===== config.mk =====
export PLATFORM = sky130hd
export DESIGN_NAME = mult_div_unit
export DESIGN_NICKNAME = d
export VERILOG_FILES = /design/src/rtl/mult_div_unit.sv
export SDC_FILE = /design/constraint.sdc
export NUM_CORES = 1
export LEC_CHECK = 0
export CORE_ASPECT_RATIO = 1.5
export CORE_UTILIZATION = 50
export DETAILED_ROUTE_END_ITERATION = 8
export PLACE_DENSITY = 0.72
export SYNTH_ARGS = -nofsm -noshare
export SYNTH_HDL_FRONTEND = slang
export SYNTH_SLANG_ARGS = --single-unit

===== constraint.sdc =====
create_clock -name clk -period 3.9 [get_ports clk]
set_clock_uncertainty 0.15 [all_clocks]
set_input_delay 0.975 -clock clk [delete_from_list [all_inputs] [get_ports clk]]
set_output_delay 0.975 -clock clk [all_outputs]
set_load 0.05 [all_outputs]

===== src/rtl/mult_div_unit.sv =====
// Iterative HI/LO multiply/divide unit: 32-step shift-add multiply and restoring divide,
// with sign handling wrapped around an unsigned magnitude core, plus MTHI/MTLO writes.
module mult_div_unit #(
  parameter int unsigned WIDTH = 32
) (
  input  logic             clk,
  input  logic             rst,
  input  logic             start,
  input  logic [1:0]       op,
  input  logic [WIDTH-1:0] a,
  input  logic [WIDTH-1:0] b,
  input  logic             hi_we,
  input  logic             lo_we,
  input  logic [WIDTH-1:0] wdata,
  output logic [WIDTH-1:0] hi,
  output logic [WIDTH-1:0] lo,
  output logic             busy,
  output logic             done
);

  localparam int unsigned CNT_W  = (WIDTH > 1) ? $clog2(WIDTH) : 1;
  localparam int unsigned PROD_W = 2 * WIDTH;
  localparam logic [CNT_W-1:0] LAST_ITER = CNT_W'(WIDTH - 1);

  typedef enum logic [1:0] {
    IDLE   = 2'd0,
    RUN    = 2'd1,
    FINISH = 2'd2
  } state_t;

  state_t             state, state_next;
  logic [CNT_W-1:0]   cnt, cnt_next;
  logic               is_div, is_div_next;
  logic               a_neg, a_neg_next;
  logic               b_neg, b_neg_next;
  logic               b_zero, b_zero_next;
  logic [WIDTH-1:0]   a_raw, a_raw_next;
  logic [WIDTH-1:0]   opnd, opnd_next;
  logic [WIDTH-1:0]   acc_hi, acc_hi_next;
  logic [WIDTH-1:0]   acc_lo, acc_lo_next;
  logic [WIDTH-1:0]   hi_next, lo_next;
  logic               busy_next, done_next;

  // Operand magnitudes; only the signed ops (op[0]=1) strip the sign
  logic [WIDTH-1:0] a_mag, b_mag;
  assign a_mag = (op[0] && a[WIDTH-1]) ? (~a + WIDTH'(1)) : a;
  assign b_mag = (op[0] && b[WIDTH-1]) ? (~b + WIDTH'(1)) : b;

  // One multiply step: conditionally add the multiplicand into the upper half
  logic [WIDTH:0] mul_sum;
  assign mul_sum = {1'b0, acc_hi} + (acc_lo[0] ? {1'b0, opnd} : {(WIDTH+1){1'b0}});

  // One restoring divide step: shift in the next dividend bit and trial-subtract
  logic [WIDTH:0]   div_shift;
  logic             div_ge;
  logic [WIDTH-1:0] div_diff;
  assign div_shift = {acc_hi, acc_lo[WIDTH-1]};
  assign div_ge    = (div_shift >= {1'b0, opnd});
  assign div_diff  = div_shift[WIDTH-1:0] - opnd;

  // Sign-corrected final results
  logic [PROD_W-1:0] prod, prod_fix;
  logic [WIDTH-1:0]  quo_fix, rem_fix;
  assign prod     = {acc_hi, acc_lo};
  assign prod_fix = (a_neg ^ b_neg) ? (~prod + PROD_W'(1)) : prod;
  assign quo_fix  = (a_neg ^ b_neg) ? (~acc_lo + WIDTH'(1)) : acc_lo;
  assign rem_fix  = a_neg ? (~acc_hi + WIDTH'(1)) : acc_hi;

  always_ff @(posedge clk) begin
    if (rst) begin
      state  <= IDLE;
      cnt    <= '0;
      is_div <= 1'b0;
      a_neg  <= 1'b0;
      b_neg  <= 1'b0;
      b_zero <= 1'b0;
      a_raw  <= '0;
      opnd   <= '0;
      acc_hi <= '0;
      acc_lo <= '0;
      hi     <= '0;
      lo     <= '0;
      busy   <= 1'b0;
      done   <= 1'b0;
    end else begin
      state  <= state_next;
      cnt    <= cnt_next;
      is_div <= is_div_next;
      a_neg  <= a_neg_next;
      b_neg  <= b_neg_next;
      b_zero <= b_zero_next;
      a_raw  <= a_raw_next;
      opnd   <= opnd_next;
      acc_hi <= acc_hi_next;
      acc_lo <= acc_lo_next;
      hi     <= hi_next;
      lo     <= lo_next;
      busy   <= busy_next;
      done   <= done_next;
    end
  end

  always_comb begin
    state_next  = state;
    cnt_next    = cnt;
    is_div_next = is_div;
    a_neg_next  = a_neg;
    b_neg_next  = b_neg;
    b_zero_next = b_zero;
    a_raw_next  = a_raw;
    opnd_next   = opnd;
    acc_hi_next = acc_hi;
    acc_lo_next = acc_lo;
    hi_next     = hi;
    lo_next     = lo;
    busy_next   = busy;
    done_next   = 1'b0;

    unique case (state)
      IDLE: begin
        if (hi_we) hi_next = wdata;
        if (lo_we) lo_next = wdata;
        if (start) begin
          is_div_next = op[1];
          a_neg_next  = op[0] & a[WIDTH-1];
          b_neg_next  = op[0] & b[WIDTH-1];
          b_zero_next = (b == '0);
          a_raw_next  = a;
          opnd_next   = b_mag;
          acc_hi_next = '0;
          acc_lo_next = a_mag;
          cnt_next    = '0;
          busy_next   = 1'b1;
          state_next  = RUN;
        end
      end

      RUN: begin
        if (is_div) begin
          acc_hi_next = div_ge ? div_diff : div_shift[WIDTH-1:0];
          acc_lo_next = {acc_lo[WIDTH-2:0], div_ge};
        end else begin
          {acc_hi_next, acc_lo_next} = {mul_sum, acc_lo[WIDTH-1:1]};
        end
        cnt_next = cnt + CNT_W'(1);
        if (cnt == LAST_ITER) state_next = FINISH;
      end

      FINISH: begin
        if (!is_div) begin
          {hi_next, lo_next} = prod_fix;
        end else if (b_zero) begin
          // Divide by zero: all-ones quotient, dividend passed through untouched
          hi_next = a_raw;
          lo_next = '1;
        end else begin
          hi_next = rem_fix;
          lo_next = quo_fix;
        end
        busy_next  = 1'b0;
        done_next  = 1'b1;
        state_next = IDLE;
      end

      default: state_next = IDLE;
    endcase
  end

endmodule


==> metrics <==
status=finished clean; Slew Limit Fails=0; most frequent cell after synthesis=nand2_1; Fin. Hold Viols=0; row cnt=slightly below 80; Cell variety after synth=78; clock insertion delay at the later pin of the skew report=~0.54 ns; Starting Density=51.06%; Crit path largest cell delay=0.60 ns; Longest Clk Path Bufs=3; CP startpoint=acc_hi[1]; count of input and output buffers=around 170; CTS root buf=clkbuf_16; via count=17550; critical path class=register to register; worst hold path type=register to register; H-tree Lvls=1; post-DP HPWL=47580 um; crit-path max FO=8; CTS Buf Count=22; grt total ovfl=0; Die W=147.6 um; Worst Path Arrival=about 4.0 ns; Post-Syn Instances=2161; Slew @ Worst Pin=0.9569 ns; Diodes inserted=0; unrepaired setup endpoints after global routing=false; Final nets=2490; top cell type's share of synthesized area=25.81%; Die Ht=220.4 um; Overall Global Routing Usage=38.42%; maximum clock rate=267.8 MHz; routed len/inst=22.96 um; reg-to-reg slack, setup=0.17 ns; largest net degree at the start of global routing=168; endpoints failing setup=0; Ports=169; min-delay src=lo[19]; Synth Flop Type=dfxtp_1; DRT antenna net count=0; CTS Sinks=205; hold_ws=0.3013 ns; total core area=31140 um2; Mapped Area=15900 um2; DR DRC count=0; async set-or-reset flop fraction in the synthesized netlist=0%; Final Cycle Share=a little over nine tenths; Worst R2R Start=acc_hi[1]; Rel. slew slack=35.53%; share of cells above drive strength 1=8.240%; Setup Buffers After CTS=0; cell with the largest stage delay on the worst path=or4_1; fin crit period=3.734 ns; Static Leak=0.007634 uW; Crit path required time=4.20 ns; GP Congestion=1.023; final instance area=19180 um2; number of enable flip-flop cells after synthesis=0; CP endpoint kind=register; Pwr Density=339.7 nW/um2; CTS tree=done; Commonest cells post-synth=nand2_1 (249), a21oi_1 (239), nor2_1 (210); largest area contributor in the netlist=dfxtp_1; top post-synthesis cells by area=dfxtp_1 (26%), a21oi_1 (7.5%), nand2_1 (5.9%); startpoint types=register; Mean Syn Cell Area=between 7 and 8 um2; Via density=approximately 6.4; DRT iter0 DRCs=1408; first-pass GRT wire length=approximately 96000 um; area grow syn2layout=20.66%; drt pass-1 iters=8; post-synthesis sequential area ratio=about a quarter; WL final=62800 um; hold buffers post-CTS=0; VDD IR max=0.0003236 V; Yosys reg bits=205; CP Cell Sequence=buf_4 -> or4_1 -> or4_1 -> or3_1 -> o21ai_4 -> o21ai_0 -> xnor2_1 -> o21ai_0 -> buf_4 -> o211ai_1 -> a21oi_1; placed cell area=roughly 18000 um2; via count of the first global-routing pass=16910; Final Power=6517 uW; post-CTS sizing=0; Ys Warns=0; Syn Nets=2336; initial antenna violation count=2; full die area=32530 um2; clk slew on worst S/H paths=~0.060 ns; Max-cap violations=0
critical path, delay by kind of cell, from the launching register on:
family / cells / cell delay [ns]
XOR/XNOR: 1 / 0.16
buffers and inverters: 2 / 0.37
AO/OA/AOI/OAI: 5 / 1.01
AND/OR/NAND/NOR: 3 / 1.64
flip-flops: 1 / 0.31
stage by stage:
stage / util [%] / setup TNS (ns) / worst slack (ns) / instances
global route: 61.61 / 0 / 0.002522 / 2735
global placement: 59.29 / -0.7611 / -0.2000 / 2696
finish: 61.61 / 0 / 0.1659 / 2735
CTS: 61.52 / 0 / 0.1295 / 2735
floorplan: - / 0 / 0.2547 / 2161
detailed placement: 59.29 / -1.351 / -0.2455 / 2696
cell type report:
cell class              instances  area, um2
multi-input cells            1728      10990
fillers                      2885      11950
clock buffers                  35      659.4
repair buffers                288       2618
clock inverters                 4      35.03
well taps                     405      506.7
inverters                      70      262.8
flip-flops and latches        205       4108
worst paths after layout:
| kind | to | depth (start not counted) |
|---|---|---|
| worst min-delay path | lo[19] | 2 |
| worst min register to register | lo[19] | 2 |
| worst max register to register | hi[17] | 11 |
| worst max-delay path | hi[17] | 11 |
cell usage in the layout, fill, tap and decap left out, types with 43 or more instances in the layout:
master           count
xor2_1              80
inv_1               70
nand2_1            249
a21oi_1            238
a211oi_1            94
xnor2_1             82
mux2i_1             50
dfxtp_1            204
nor2_1             206
buf_4              118
o21ai_0            140
nor3_1              43
ha_1                70
clkdlybuf4s50_1    167
flip-flops by register name, summed over array words and instances, names as in the netlist:
register  flops
b_zero        1
hi           32
state         2
done          1
is_div        1
b_neg         1
busy          1
a_neg         1
opnd         32
a_raw        32
lo           32
acc_lo       32
cnt           5
acc_hi       32
metal layers:
layer | wire length [um] | global-route usage, % | vias to the layer above | share of wire, %
li1 | - | - | 8219 | -
met1 | 21660 | 39.38 | 8140 | 34
met3 | 4154 | 5.031 | 305 | 6.6
met4 | 7277 | 39.00 | 2 | 12
met5 | 9 | 0 | - | 0.014
met2 | 29700 | 66.43 | 881 | 47
power breakdown:
part | switching, uW | leakage, uW | total, uW | internal [uW]
Sequential | 151 | 0.00168 | 2390 | 2240
Combinational | 1290 | 0.00561 | 2050 | 756
Clock | 923 | 0.000341 | 2080 | 1160
Total | 2360 | 0.00763 | 6520 | 4150
kinds of logic after synthesis:
family / after synthesis / synth area share (%)
AO/OA/AOI/OAI: 758 / 30.92
XOR/XNOR: 164 / 9.034
adder cells (fa/ha/maj): 72 / 5.761
buffers and inverters: 228 / 5.595
flip-flops: 205 / 25.81
multiplexers: 52 / 3.290
AND/OR/NAND/NOR: 682 / 19.59
Power figures use the tool's default switching activity.
